## src/rtl/key_serial_loader_if.sv

```systemverilog
// Serial key stream and committed-key bus between a key source and the loader.
// master drives the request and beats; slave is the loader itself.
interface key_serial_loader_if #(
   parameter int KEY_WIDTH = 3
);
   logic                 start;
   logic                 ser_valid;
   logic                 ser_data;
   logic                 ser_ready;
   logic [KEY_WIDTH-1:0] key_out;
   logic                 key_valid;
   logic                 busy;
   logic                 err;

   modport master (
      output start, ser_valid, ser_data,
      input  ser_ready, key_out, key_valid, busy, err
   );

   modport slave (
      input  start, ser_valid, ser_data,
      output ser_ready, key_out, key_valid, busy, err
   );
endinterface

```

## src/rtl/key_serial_loader.sv

```systemverilog
// Bit-serial key loader for a locked netlist. Key bits arrive LSB first
// (keyIn0_0 first), followed by one even-parity trailer bit. The key is
// assembled in a shadow register and copied to key_out in a single edge only
// after the parity check succeeds, so the netlist never sees a partial key.
module key_serial_loader #(
   parameter int                   KEY_WIDTH = 3,
   parameter logic [KEY_WIDTH-1:0] RESET_KEY = '0,
   parameter int                   TIMEOUT   = 16
) (
   input logic                clk,
   input logic                rst,
   key_serial_loader_if.slave bus
);

   // Counter widths: the bit counter must hold KEY_WIDTH, the idle counter TIMEOUT.
   localparam int CW = $clog2(KEY_WIDTH + 1);
   localparam int TW = $clog2(TIMEOUT + 1);

   localparam logic [2:0] IDLE   = 3'd0;
   localparam logic [2:0] LOAD   = 3'd1;
   localparam logic [2:0] CHECK  = 3'd2;
   localparam logic [2:0] COMMIT = 3'd3;
   localparam logic [2:0] ERROR  = 3'd4;

   logic [2:0]           state_reg,  state_next;
   logic [CW-1:0]        count_reg,  count_next;
   logic                 parity_reg, parity_next;
   logic [TW-1:0]        tout_reg,   tout_next;
   logic [KEY_WIDTH-1:0] key_reg,    key_next;
   logic                 kv_reg,     kv_next;
   logic                 err_reg,    err_next;
   logic [KEY_WIDTH-1:0] shadow_reg;
   logic [KEY_WIDTH-1:0] shadow_we;
   logic                 shadow_clear;
   logic                 ready;
   logic                 beat;
   logic                 load_beat;

   // Ready is a pure function of state; no path from ser_valid back to ser_ready.
   assign ready     = (state_reg == LOAD) || (state_reg == CHECK);
   assign beat      = bus.ser_valid && ready;
   assign load_beat = beat && (state_reg == LOAD);

   assign bus.ser_ready = ready;
   assign bus.busy      = (state_reg != IDLE);
   assign bus.key_out   = key_reg;
   assign bus.key_valid = kv_reg;
   assign bus.err       = err_reg;

   // One write strobe per shadow bit, selected by the current bit position.
   genvar gi;
   generate
      for (gi = 0; gi < KEY_WIDTH; gi++) begin : g_shadow_we
         assign shadow_we[gi] = load_beat && (count_reg == CW'(gi));
      end
   endgenerate

   // Next-state and datapath control for the load sequence.
   always_comb begin
      state_next   = state_reg;
      count_next   = count_reg;
      parity_next  = parity_reg;
      tout_next    = tout_reg;
      key_next     = key_reg;
      kv_next      = kv_reg;
      err_next     = err_reg;
      shadow_clear = 1'b0;
      case (state_reg)
         IDLE: begin
            if (bus.start) begin
               state_next   = LOAD;
               count_next   = '0;
               parity_next  = 1'b0;
               tout_next    = '0;
               err_next     = 1'b0;
               shadow_clear = 1'b1;
            end
         end
         LOAD: begin
            if (beat) begin
               parity_next = parity_reg ^ bus.ser_data;
               count_next  = count_reg + 1'b1;
               tout_next   = '0;
               if (count_reg == CW'(KEY_WIDTH - 1)) begin
                  state_next = CHECK;
               end
            end else begin
               tout_next = tout_reg + 1'b1;
               if (tout_reg == TW'(TIMEOUT - 1)) begin
                  state_next = ERROR;
               end
            end
         end
         CHECK: begin
            if (beat) begin
               tout_next = '0;
               if ((parity_reg ^ bus.ser_data) == 1'b0) begin
                  state_next = COMMIT;
               end else begin
                  state_next = ERROR;
               end
            end else begin
               tout_next = tout_reg + 1'b1;
               if (tout_reg == TW'(TIMEOUT - 1)) begin
                  state_next = ERROR;
               end
            end
         end
         COMMIT: begin
            key_next   = shadow_reg;
            kv_next    = 1'b1;
            state_next = IDLE;
         end
         ERROR: begin
            err_next   = 1'b1;
            state_next = IDLE;
         end
         default: begin
            state_next = IDLE;
         end
      endcase
   end

   // Control and committed-key registers.
   always_ff @(posedge clk) begin
      if (rst) begin
         state_reg  <= IDLE;
         count_reg  <= '0;
         parity_reg <= 1'b0;
         tout_reg   <= '0;
         key_reg    <= RESET_KEY;
         kv_reg     <= 1'b0;
         err_reg    <= 1'b0;
      end else begin
         state_reg  <= state_next;
         count_reg  <= count_next;
         parity_reg <= parity_next;
         tout_reg   <= tout_next;
         key_reg    <= key_next;
         kv_reg     <= kv_next;
         err_reg    <= err_next;
      end
   end

   // Shadow register collects the key bits; cleared at each accepted start.
   always_ff @(posedge clk) begin
      if (rst || shadow_clear) begin
         shadow_reg <= '0;
      end else begin
         for (int i = 0; i < KEY_WIDTH; i++) begin
            if (shadow_we[i]) begin
               shadow_reg[i] <= bus.ser_data;
            end
         end
      end
   end

endmodule

```

## src/flat_wrapper.sv

```systemverilog
// flat-port wrapper written by rule: the top's interface ports become plain ports
module key_serial_loader_flat 
#(
   parameter int                   KEY_WIDTH = 3,
   parameter logic [KEY_WIDTH-1:0] RESET_KEY = '0,
   parameter int                   TIMEOUT   = 16
)
  (clk, rst, bus_start, bus_ser_valid, bus_ser_data, bus_ser_ready, bus_key_out, bus_key_valid, bus_busy, bus_err);
  key_serial_loader_if #(.KEY_WIDTH(KEY_WIDTH)) bus_i ();
  input logic clk;
  input logic rst;
  input wire logic [$bits(bus_i.start)-1:0] bus_start;
  input wire logic [$bits(bus_i.ser_valid)-1:0] bus_ser_valid;
  input wire logic [$bits(bus_i.ser_data)-1:0] bus_ser_data;
  output wire logic [$bits(bus_i.ser_ready)-1:0] bus_ser_ready;
  output wire logic [$bits(bus_i.key_out)-1:0] bus_key_out;
  output wire logic [$bits(bus_i.key_valid)-1:0] bus_key_valid;
  output wire logic [$bits(bus_i.busy)-1:0] bus_busy;
  output wire logic [$bits(bus_i.err)-1:0] bus_err;
  assign bus_i.start = bus_start;
  assign bus_i.ser_valid = bus_ser_valid;
  assign bus_i.ser_data = bus_ser_data;
  assign bus_ser_ready = bus_i.ser_ready;
  assign bus_key_out = bus_i.key_out;
  assign bus_key_valid = bus_i.key_valid;
  assign bus_busy = bus_i.busy;
  assign bus_err = bus_i.err;
  key_serial_loader #(.KEY_WIDTH(KEY_WIDTH), .RESET_KEY(RESET_KEY), .TIMEOUT(TIMEOUT)) u_core (.clk(clk), .rst(rst), .bus(bus_i));
endmodule
```

## config.mk

```make
export PLATFORM = sky130hd
export DESIGN_NAME = key_serial_loader_flat
export DESIGN_NICKNAME = d
export VERILOG_FILES = /design/src/rtl/key_serial_loader_if.sv /design/src/rtl/key_serial_loader.sv /design/src/flat_wrapper.sv
export SDC_FILE = /design/constraint.sdc
export NUM_CORES = 1
export LEC_CHECK = 0
export BUFFER_PORTS_ARGS = -buffer_cell sky130_fd_sc_hd__buf_2
export CORE_ASPECT_RATIO = 1.2
export CORE_MARGIN = 4
export CORE_UTILIZATION = 50
export CTS_CLUSTER_DIAMETER = 150
export DETAILED_ROUTE_END_ITERATION = 10
export GPL_TIMING_DRIVEN = 0
export PLACE_DENSITY = 0.7
export SLEW_MARGIN = 20
export SYNTH_ARGS = -nofsm -noshare
export SYNTH_HDL_FRONTEND = slang
export SYNTH_SLANG_ARGS = --single-unit
```

## constraint.sdc

```tcl
create_clock -name clk -period 4.3 [get_ports clk]
set_clock_uncertainty 0.2 [all_clocks]
set_input_delay 1.075 -clock clk [delete_from_list [all_inputs] [get_ports clk]]
set_output_delay 1.075 -clock clk [all_outputs]
set_load 0.01 [all_outputs]
```

# Yosys cells after proc, flatten, opt, wreduce, memory -nomap -nowiden
# Cells that the tools add are included.
# W data, S select, Z words.
word_totals:
  latchBits: 0
  inputBits: 5
  memories: 0
  mem_bits_ro: 0
  output_inout_bits: 7
  reg_bits: 19
  ramBits: 0
classes:
  eq_ne: 10
  order_cmp: 0
  mux: 19
  n_bitwise: 1
  shift: 0
  addsub: 2
  div_mod_pow: 0
  n_reduce_logical: 18
  multipliers: 0
op_table:
  columns: ["operator", "n"]
  rows:
  - ["$mux W3", 6]
  - ["$mux W5", 2]
  - ["$pmux W5 S2", 1]
  - ["$pmux W3 S3", 1]
  - ["$eq A3 B2 Y1 const B", 2]
  - ["$reduce_and A2 Y1", 3]
  - ["$reduce_bool A2 Y1", 3]
  - ["$add A5 B1 Y5 const B", 1]
  - ["$eq A5 B4 Y1 const B", 1]
  - ["$logic_and A1 B1 Y1", 5]
  - ["$mux W1", 4]
  - ["$mux W2", 2]
  - ["$pmux W1 S2", 2]
  - ["$pmux W2 S2", 1]
  - ["$eq A3 B1 Y1 const B", 1]
  - ["$eq A3 B3 Y1 const B", 1]
  - ["$logic_not A3 Y1", 1]
  - ["$ne A3 B3 Y1 const B", 1]
  - ["$reduce_and A3 Y1", 1]
  - ["$reduce_bool A3 Y1", 1]
  - ["$add A2 B1 Y2 const B", 1]
  - ["$eq A2 B1 Y1 const B", 1]
  - ["$eq A2 B2 Y1 const B", 1]
  - ["$logic_not A2 Y1", 1]
  - ["other kinds (5)", 6]

# Logic depth before layout (Yosys ltp)
# Gate-level depths: netlist of run 1.
depth:
  ltp_word: 5
  mapped_depth: 6
  mapped_depth_nobuf: 6

# Least setup slack after synthesis of run 1
# No wires, ideal clock.
synth_timing:
  path_kind: "flip-flop to output port"
  from: "register u_core.state_reg[0]"
  to: "output port bus_ser_ready"
  path_stages_with_launch: 3
  path_slack_ns: 2.085
  arrival_time_ns: 0.940
  path_cell_list: "dfxtp_1 -> xor2_2 -> nor2b_1"
synth_between:
  elab_chain_len: 2
synth_rtl:
  columns: ["element", "line_no", "text"]
  rows:
  - ["start, declared", "key_serial_loader.sv:25", "logic [2:0] state_reg, state_next;"]
  - ["start signal, assigned", "key_serial_loader.sv:135", "state_reg <= state_next;"]
  - ["$eq A3 B1 Y1 or $eq A3 B2 Y1 (tied branches)", "key_serial_loader.sv:40", "assign ready = (state_reg == LOAD) || (state_reg == CHECK);"]
  - ["$logic_or A1 B1 Y1 *", "key_serial_loader.sv:40", null]
  - ["end, declared", "flat_wrapper.sv:15", "output wire logic [$bits(bus_i.ser_ready)-1:0] bus_ser_ready;"]
# Every way passes the cells marked *; elsewhere a longest branch is shown, timed or not.

# Worst setup path in the final report of run 1
# Ends and elaborated chain as after synthesis.

==> summary.md, run 1 <==
| Metric | Value |
|---|---|
| Number of detailed-route iterations in the first pass | 4 |
| Slew HR | 0.581 |
| IO Port Bufs | 11 |
| Clock sink count | 19 |
| Critical path fanouts, max | 8 |
| Switching share of power | 0.306 |
| Tmin final | 2680 ps |
| Most frequent cell after synthesis | dfxtp_1 |
| PwrDens | 316 mW/mm2 |
| Root buf cell | clkbuf_4 |
| Vias in the first global route | 863 |
| DR WL/cell | 13.8 um |
| F_max | 0.372 GHz |
| Top post-synthesis cells by count | dfxtp_1, a21oi_1, inv_1, o21ai_0, nand3_1 |
| Seq/Total Area, Yosys | 0.376 |
| Logic gate share of total power | 0.206 |
| Clock-pin slew on the worst setup and hold paths | 110 ps |
| Worst Setup End Kind | output port |
| H-tree depth | 1 |
| First-pass GRT wire length | 3.53 mm |
| Post-placement cell count | 148 |
| Async SR Flop Fraction | 0 |
| Post-layout net count | 144 |
| Starting Density | 0.540 |
| Final setup violating endpoints | 0 |
| Worst hold path type | flip-flop to flip-flop |
| Setup crit start kind | flip-flop |
| Die height | 57.3 um |
| GP Congestion | 0.831 |
| Slew @ Worst Pin | 624 ps |
| Largest cells by area after synthesis | dfxtp_1, ha_1, a21oi_1, o21ai_0, mux2i_1 |
| Post-Route Setup TNS | 0 ps |
| Clk pwr share | 0.257 |
| Clock latency on the worst-skew pair | 290 ps |
| Cell chain of the critical path | xor2_2 -> nor2b_1 -> buf_2 |
| Internal power | 0.246 mW |
| Post-synthesis cell type count | 33 |
| Leakage | 0.454 nW |
| Die W | 49.1 um |
| IO Pins | 12 |
| Cts hold-fix bufs | 0 |
| DR iter-0 viols | 23 |
| Cell Area, Synth | 0.00101 mm2 |
| Residual DRC count | 0 |
| Antenna violations before repair | 0 |
| Tcrit/Tclk final | 0.624 |
| Post-Syn Nets | 128 |
| Area delta synth->final | 10.8% |
| Global route total overflow | 0 |
| Largest net degree at the start of global routing | 13 |
| Worst path required time | 3020 ps |
| Hold Vio Cnt, Final | 0 |
| CTS resizes | 0 |
| GRT Overall Usage | 0.155 |
| Status | finished, final reports clean |
| Detailed-route via count | 905 |
| Max incr delay on CP | 490 ps |
| CTS tree | done |
| ANT cells | 0 |
| Critical path's slowest cell | dfxtp_1 |
| Syn avg cell area | 8.57 um2 |
| Ys flop type | dfxtp_1 |
| Floorplan row count | 17 |
| Longest Clk Path Bufs | 2 |
| Max FFs per register | 5 |
| Dpl hpwl | 1.63 mm |
| Area share of the largest cell type after synthesis | 0.376 |
| Worst path top cell family by delay | flip-flops |
| Post-synth EDFFs | 0 |
| Die Area | 0.00281 mm2 |
| Synth Instances | 118 |
| Setup Buffers After CTS | 0 |
| Share of post-route cells with drive strength above 1 | 0.150 |
| Synthesized flop and latch total | 19 |
| Non-filler instance count after layout | 152 |
| Antenna Nets Post-Route | 0 |
| RSZ-0062 raised after global routing | no |
| Cell taking the most area after synthesis | dfxtp_1 |
| Buf/Inv on CP | 1 |
| Final Slew Violations | 0 |
| Routed vias/inst | 5.95 |
| Synth warn | 0 |
| Max_cap viols | 0 |
| Seq pwr share | 0.537 |
| Core footprint | 0.00187 mm2 |
| CP arrival | 1410 ps |
| Num CTS Buffers | 3 |
| WL final | 2.09 mm |
| Critical path type | flip-flop to output port |
| Sw Pwr | 0.108 mW |
| Maximum VDD drop | 194 uV |
-- metal layers --
layer / up-vias / global-route usage / part of all wire
li1: 462 / - / -
met1: 430 / 0.179 / 0.46
met2: 11 / 0.280 / 0.51
met5: - / 0 / 0
met3: 2 / 0.0261 / 0.028
met4: 0 / 0.0654 / 0.0067
-- power by group through the flow --
| stage | sequential (mW) | clock (mW) | combinational [mW] |
|---|---|---|---|
| 6_report | 0.190 | 0.0910 | 0.0728 |
| 5_1_grt | 0.191 | 0.103 | 0.0804 |
| 4_1_cts | 0.190 | 0.0955 | 0.0730 |
| 3_5_place_dp | 0.194 | 0 | 0.0728 |
| 3_3_place_gp | 0.194 | 0 | 0.0724 |
| 2_1_floorplan | 0.193 | 0 | 0.0520 |
-- metrics by stage --
| stage | total power [mW] | hold slack (ps) | util | setup slack [ps] | instance area, um2 |
|---|---|---|---|---|---|
| 5_1_grt | 0.374 | 292 | 0.598 | 1470 | 1120 |
| 2_1_floorplan | 0.245 | 250 | - | 2090 | 1010 |
| 4_1_cts | 0.359 | 255 | 0.598 | 1580 | 1120 |
| 3_5_place_dp | 0.267 | 236 | 0.582 | 1910 | 1090 |
| 6_report | 0.354 | 250 | 0.598 | 1620 | 1120 |
| 3_3_place_gp | 0.266 | 232 | 0.582 | 1930 | 1090 |
-- worst register-to-register path: cells and delay by family (launching register included) --
kind                       cells  cell delay [ps]
AOI/OAI and AO/OA              3              470
adders and majority gates      2              440
DFF                            1              350
and+or+nand+nor                1              190
-- path summary, 6_finish.rpt --
path,endpoint,slack (ps),depth (start not counted),start
worst min-delay path,u_core.bus.key_valid,250,2,u_core.bus.key_valid
worst min register to register,u_core.bus.key_valid,250,2,u_core.bus.key_valid
worst max register to register,u_core.state_reg[0],2540,6,u_core.tout_reg[0]
worst max-delay path,bus_ser_ready,1620,3,u_core.state_reg[0]
-- final cells by class --
class                   count  area, um2
plain buffers               4       17.5
clock buffers               3       22.5
clock inverters             1       7.51
fillers                   175        752
inverters                  10       37.5
multi-input cells          85        576
flip-flops and latches     19        380
well taps                  19       23.8
repair buffers             11       55.1
-- cell usage in the layout (no fill, tap or decap), types with 4 or more instances in the layout --
cell type	n
nor2b_1	5
a21oi_1	12
ha_1	5
inv_1	10
o21ai_0	10
nand3b_1	5
mux2i_1	4
buf_2	13
nor2_1	6
dfxtp_1	19
nand2_1	4
nand3_1	7
-- kinds of logic after synthesis --
group / Yosys count / share of synthesized area
and+or+nand+nor: 40 / 0.240
AOI/OAI and AO/OA: 34 / 0.203
DFF: 19 / 0.376
buffers and inverters: 14 / 0.0545
adders and majority gates: 5 / 0.0619
muxes: 4 / 0.0396
xor gates and xnor gates: 2 / 0.0248
No activity file was read; power rests on OpenSTA's default activity.
==> run 2: changes to the inputs <==
--- a/config.mk
+++ b/config.mk
@@ -12,7 +12,7 @@
 export CTS_CLUSTER_DIAMETER = 150
 export DETAILED_ROUTE_END_ITERATION = 10
 export GPL_TIMING_DRIVEN = 0
-export PLACE_DENSITY = 0.7
+export PLACE_DENSITY = 0.73
 export SLEW_MARGIN = 20
 export SYNTH_ARGS = -nofsm -noshare
 export SYNTH_HDL_FRONTEND = slang
==> constraint.sdc (replaced) <==
create_clock -name clk -period 2.4 [get_ports clk]
set_clock_uncertainty 0.2 [all_clocks]
set_input_delay 0.6 -clock clk [delete_from_list [all_inputs] [get_ports clk]]
set_output_delay 0.6 -clock clk [all_outputs]
set_load 0.01 [all_outputs]
==> run 2 against run 1 <==
  * Routed wire length rose by 4.5%
  * Highest routed layer unchanged
  * Critical endpoint unchanged
  * Final cell count unchanged
  * Register-to-register slack got worse by 1900 ps
  * Die area did not move
  * Critical path depth is the same
==> summary.md, run 2 (same netlist as run 1, synthesis figures left out) <==
| Metric | Value |
|---|---|
| Tcrit/Tclk final | 0.929 |
| Antenna Nets Post-Route | 0 (unchanged) |
| Post-layout net count | 144 (unchanged) |
| GP Congestion | 0.798 (-4.0%) |
| Max_cap viols | 0 (unchanged) |
| Routed vias/inst | 6.04 (+1.4%) |
| Slew HR | 0.552 (-0.0293) |
| Number of detailed-route iterations in the first pass | 4 (unchanged) |
| HP Start | u_core.bus.key_valid |
| Area delta synth->final | 10.5% |
| Hold path cells | 2 (unchanged) |
| Floorplan row count | 17 (unchanged) |
| Most common cell after layout, fill and taps aside | dfxtp_1 |
| DR iter-0 viols | 27 (+17%) |
| Max FFs per register | 5 (unchanged) |
| Hold Vio Cnt, Final | 0 (unchanged) |
| Status | finished, final reports clean |
| Starting Density | 0.540 (unchanged) |
| PwrDens | 567 mW/mm2 (+79%) |
| Slew @ Worst Pin | 667 ps (+43.6 ps) |
| WL final | 2.19 mm (+4.5%) |
| Tmin final | 2230 ps |
| Clock sink count | 19 (unchanged) |
| Root buf cell | clkbuf_4 |
| Die height | 57.3 um (unchanged) |
| Critical path type | flip-flop to output port |
| Critical path's slowest cell | dfxtp_1 |
| Final Slew Violations | 0 (unchanged) |
| Share of post-route cells with drive strength above 1 | 0.150 (unchanged) |
| Most frequent cells in the layout | dfxtp_1, buf_2, a21oi_1, inv_1, o21ai_0 |
| F_max | 0.449 GHz |
| CTS resizes | 0 (unchanged) |
| RR Startpoint | u_core.tout_reg[0] |
| Fin Hold WS | 254 ps (+4.22 ps) |
| Largest net degree at the start of global routing | 12 (-1) |
| Setup Buffers After CTS | 0 (unchanged) |
| Longest Clk Path Bufs | 2 (unchanged) |
| Cell chain of the critical path | xor2_2 -> nor2b_1 -> buf_2 |
| ANT cells | 0 (unchanged) |
| Worst Setup End Kind | output port |
| Hold-critical path endpoint | u_core.bus.key_valid |
| Leakage | 0.457 nW (+0.83%) |
| Detailed-route via count | 918 (+1.4%) |
| Worst hold path type | flip-flop to flip-flop |
| Maximum VDD drop | 327 uV (+69%) |
| Dpl hpwl | 1.70 mm (+4.2%) |
| Core footprint | 0.00187 mm2 (unchanged) |
| IO Port Bufs | 11 (unchanged) |
| H-tree depth | 1 (unchanged) |
| Buf/Inv on CP | 1 (unchanged) |
| Die Area | 0.00281 mm2 (unchanged) |
| IO Pins | 12 (unchanged) |
| Max incr delay on CP | 510 ps (+20 ps) |
| Die W | 49.1 um (unchanged) |
| RSZ-0062 raised after global routing | no |
| Global route total overflow | 0 (unchanged) |
| First-pass GRT wire length | 3.73 mm (+5.7%) |
| Clock latency on the worst-skew pair | 300 ps (about the same) |
| Vias in the first global route | 876 (+1.5%) |
| Worst-case reg-to-reg path depth | 6 (unchanged) |
| FILL cells | 179 (+2.3%) |
| Post-Route Setup TNS | 0 ps (unchanged) |
| Cts hold-fix bufs | 0 (unchanged) |
| Clock-pin slew on the worst setup and hold paths | 100 ps (about the same) |
| CTS tree | done |
| R2r endpoint | u_core.state_reg[0] |
| CP arrival | 1430 ps (+20 ps) |
| GRT Overall Usage | 0.166 (+0.0102) |
| Final setup violating endpoints | 0 (unchanged) |
| Critical path fanouts, max | 8 (unchanged) |
| Setup crit start kind | flip-flop |
| Num CTS Buffers | 3 (unchanged) |
| Antenna violations before repair | 0 (unchanged) |
| Residual DRC count | 0 (unchanged) |
| DR WL/cell | 14.4 um (+4.5%) |
| Worst path required time | 1600 ps (-1420 ps) |
| Worst path top cell family by delay | flip-flops |
| FF-to-FF setup slack | 620 ps (-1920 ps) |
[run 2: how the worst max path moves through the flow]
stage / startpoint / end / slack, ps / cells past startpoint
global route: u_core.state_reg[0] / bus_ser_ready / 60 / 3
CTS: u_core.state_reg[0] / bus_ser_ready / 170 / 3
finish: u_core.state_reg[0] / bus_ser_ready / 170 / 3
floorplan: u_core.state_reg[0] / bus_ser_ready / 660 / 2
detailed placement: u_core.state_reg[0] / bus_ser_ready / 510 / 3
global placement: u_core.state_reg[0] / bus_ser_ready / 490 / 3
[run 2: power breakdown]
part           switching, mW  internal [mW]
clock network         0.0978         0.0621
registers             0.0156          0.327
logic                 0.0804         0.0508
total                  0.194          0.440
[run 2: worst register-to-register path, stage by stage (launching register included)]
cell	delay, ps
dfxtp_1	350
ha_1	230
and3_1	190
ha_1	210
o21ai_0	180
a32oi_1	70
o41ai_1	260
[run 2: stage by stage]
step                total power, mW  setup slack [ps]  area, um2  std cells  utilization
global route                  0.667              55.7       1120        152        0.597
global placement              0.476               492       1090        148        0.582
finish                        0.633               171       1120        152        0.597
detailed placement            0.480               509       1090        148        0.582
floorplan                     0.439               660       1010        118            -
CTS                           0.636               166       1120        152        0.597
[run 2: metal layers]
metal  global-route usage  part of all wire  vias up
met5                    0                 0        -
met4               0.0846             0.020        0
met3               0.0313             0.052        6
met2                0.285              0.50       29
met1                0.193              0.43      422
li1                     -                 -      461
[run 2: area by class of cell]
cell class	count	area (um2)	share of cell area
Tap cell	19	23.8	0.0213
Inverter	10	37.5	0.0336
Timing Repair Buffer	11	55.1	0.0493
Buffer	4	17.5	0.0157
Clock buffer	3	22.5	0.0202
Sequential cell	19	380	0.340
Multi-Input combinational cell	85	576	0.515
Clock inverter	1	5.00	0.00448
==> run 3: changes to the inputs <==
--- a/config.mk
+++ b/config.mk
@@ -7,7 +7,6 @@
 export LEC_CHECK = 0
 export BUFFER_PORTS_ARGS = -buffer_cell sky130_fd_sc_hd__buf_2
 export CORE_ASPECT_RATIO = 1.2
-export CORE_MARGIN = 4
 export CORE_UTILIZATION = 50
 export CTS_CLUSTER_DIAMETER = 150
 export DETAILED_ROUTE_END_ITERATION = 10
==> run 3 against run 2 <==
  * Die area is 21% lower
  * Register-to-register slack barely moved
  * Final cell count did not move
  * First-iteration DRC count fell by 30%
  * Power rose by 0.46%
  * Routed wire length up 2.1%
==> summary.md, run 3 (same netlist as run 1, synthesis figures left out) <==
| Metric | Value |
|---|---|
| CTS tree | done |
| Dpl hpwl | 1.73 mm (+1.8%) |
| Cts hold-fix bufs | 0 (unchanged) |
| Critical path fanouts, max | 8 (unchanged) |
| Status | finished, final reports clean |
| Worst hold path type | flip-flop to flip-flop |
| Clock sink count | 19 (unchanged) |
| Slew HR | 0.545 (-0.00713) |
| Most common cell after layout, fill and taps aside | dfxtp_1 |
| Hold-critical path endpoint | u_core.bus.key_valid |
| Die Area | 0.00221 mm2 (-21%) |
| HP Start | u_core.bus.key_valid |
| Critical path's slowest cell | dfxtp_1 |
| Final setup violating endpoints | 0 (unchanged) |
| DR WL met2 | 1.19 mm (+9.3%) |
| Post-Route Setup TNS | 0 ps (unchanged) |
| Die height | 51.3 um (-10%) |
| Die W | 43.1 um (-12%) |
| Core footprint | 0.00187 mm2 (unchanged) |
| Slew @ Worst Pin | 678 ps (+10.6 ps) |
| Internal power | 0.440 mW (about the same) |
| IO Pins | 12 (unchanged) |
| Seq pwr share | 0.537 (-0.003) |
| Worst-case reg-to-reg path depth | 6 (unchanged) |
| Longest Clk Path Bufs | 2 (unchanged) |
| WL final | 2.24 mm (+2.1%) |
| Routed vias/inst | 6.05 (+0.22%) |
| Tcrit/Tclk final | 0.939 (+0.00961) |
| Setup Buffers After CTS | 0 (unchanged) |
| Area after DPL | 0.00109 mm2 (unchanged) |
| Hold path cells | 2 (unchanged) |
| Post-placement cell count | 148 (unchanged) |
| Cell chain of the critical path | xor2_2 -> nor2b_1 -> buf_2 |
| Starting Density | 0.540 (unchanged) |
| GP Congestion | 0.841 (+5.3%) |
| Root buf cell | clkbuf_4 |
| Clk pwr share | 0.254 (about the same) |
| Share of post-route cells with drive strength above 1 | 0.150 (unchanged) |
| Design area | 0.00112 mm2 (unchanged) |
| Detailed-route via count | 920 (+0.22%) |
| Final Slew Violations | 0 (unchanged) |
| Maximum VDD drop | 461 uV (+41%) |
| Tmin final | 2250 ps (+23.1 ps) |
| Max incr delay on CP | 500 ps (about the same) |
| Max layer used | met4 |
| Worst Setup End Kind | output port |
| FF-to-FF setup slack | 610 ps (about the same) |
| Worst path top cell family by delay | flip-flops |
| GRT Overall Usage | 0.242 (+0.0760) |
| Largest net degree at the start of global routing | 12 (unchanged) |
| Setup crit start kind | flip-flop |
| Non-filler instance count after layout | 152 (unchanged) |
| Floorplan row count | 17 (unchanged) |
| DR iter-0 viols | 19 (-30%) |
| Buf/Inv on CP | 1 (unchanged) |
| Num CTS Buffers | 3 (unchanged) |
| Critical path type | flip-flop to output port |
| Fin Hold WS | 255 ps (+1.46 ps) |
| Hold Vio Cnt, Final | 0 (unchanged) |
| Clock-pin slew on the worst setup and hold paths | 110 ps (about the same) |
| CTS resizes | 0 (unchanged) |
| Max_cap viols | 0 (unchanged) |
| Routed length on met1 | 964 um (+3.0%) |
| Antenna violations before repair | 0 (unchanged) |
| Area delta synth->final | 10.5% (unchanged) |
| Residual DRC count | 0 (unchanged) |
| IO Port Bufs | 11 (unchanged) |
| Antenna Nets Post-Route | 0 (unchanged) |
| Leakage | 0.457 nW (unchanged) |
| Final WS setup | 147 ps (-23.1 ps) |
| Sw Pwr | 0.197 mW (+1.4%) |
| FILL cells | 183 (+2.2%) |
| CP arrival | 1450 ps (+20 ps) |
| Clock latency on the worst-skew pair | 300 ps (about the same) |
| Max FFs per register | 5 (unchanged) |
| PwrDens | 569 mW/mm2 (+0.46%) |
| F_max | 0.444 GHz (-1.0%) |
| Logic gate share of total power | 0.208 (about the same) |
| First-pass GRT wire length | 4.05 mm (+8.5%) |
| Worst path required time | 1600 ps (about the same) |
| Pre-CTS setup slack | 494 ps (-14.5 ps) |
| Met3 Wirelength | 43 um (-62%) |
| Most frequent cells in the layout | dfxtp_1, buf_2, a21oi_1, inv_1, o21ai_0 |
| ANT cells | 0 (unchanged) |
| H-tree depth | 1 (unchanged) |
| RR Startpoint | u_core.tout_reg[0] |
| R2r endpoint | u_core.state_reg[0] |
| DR WL/cell | 14.7 um (+2.1%) |
| Post-layout net count | 144 (unchanged) |
| Switching share of power | 0.309 (+0.00284) |
| Global route total overflow | 0 (unchanged) |
| RSZ-0062 raised after global routing | no |
| Number of detailed-route iterations in the first pass | 4 (unchanged) |
| Vias in the first global route | 889 (+1.5%) |
==> run 3: cell counts in the layout (fill, tap and decap cells not counted) <==
Identical to the previous run, type by type.
==> run 3: area by class of cell <==
cell class / instances / area, um2 / area share
buffer: 4 / 17.5 / 0.0157
clock buffer: 3 / 22.5 / 0.0202
clock inverter: 1 / 5.00 / 0.00448
inverter: 10 / 37.5 / 0.0336
multi-input combinational: 85 / 576 / 0.515
sequential: 19 / 380 / 0.340
tap: 19 / 23.8 / 0.0213
timing repair buffer: 11 / 55.1 / 0.0493
==> run 3: metrics by stage <==
stage	utilization	power [mW]
after CTS	0.597	0.639
final	0.597	0.636
after floorplan	-	0.439
after global placement	0.582	0.475
after global routing	0.597	0.668
after detailed placement	0.582	0.480
==> run 3: power groups by stage <==
stage	Clock, mW	Combinational, mW	Sequential [mW]
CTS	0.166	0.132	0.341
floorplan	0	0.0931	0.345
global placement	0	0.128	0.348
global route	0.174	0.151	0.343
finish	0.162	0.132	0.342
detailed placement	0	0.132	0.348
==> run 3: worst min-delay path, stage by stage (launching register included) <==
cell and delay (ps):
dfxtp_1 330, inv_1 40, a21oi_1 50
==> run 3: worst max-delay path by stage <==
stage                     cells after the start           startpoint             to  slack, ps
final                                         3  u_core.state_reg[0]  bus_ser_ready        150
after global placement                        3  u_core.state_reg[0]  bus_ser_ready        510
after detailed placement                      3  u_core.state_reg[0]  bus_ser_ready        490
after floorplan                               2  u_core.state_reg[0]  bus_ser_ready        660
after global routing                          3  u_core.state_reg[0]  bus_ser_ready         60
after CTS                                     3  u_core.state_reg[1]  bus_ser_ready        150
==> run 3: routing by layer <==
layer | up-vias | track usage
li1 | 461 | -
met1 | 438 | 0.293
met2 | 17 | 0.434
met3 | 4 | 0.0318
met4 | 0 | 0.0808
met5 | - | 0
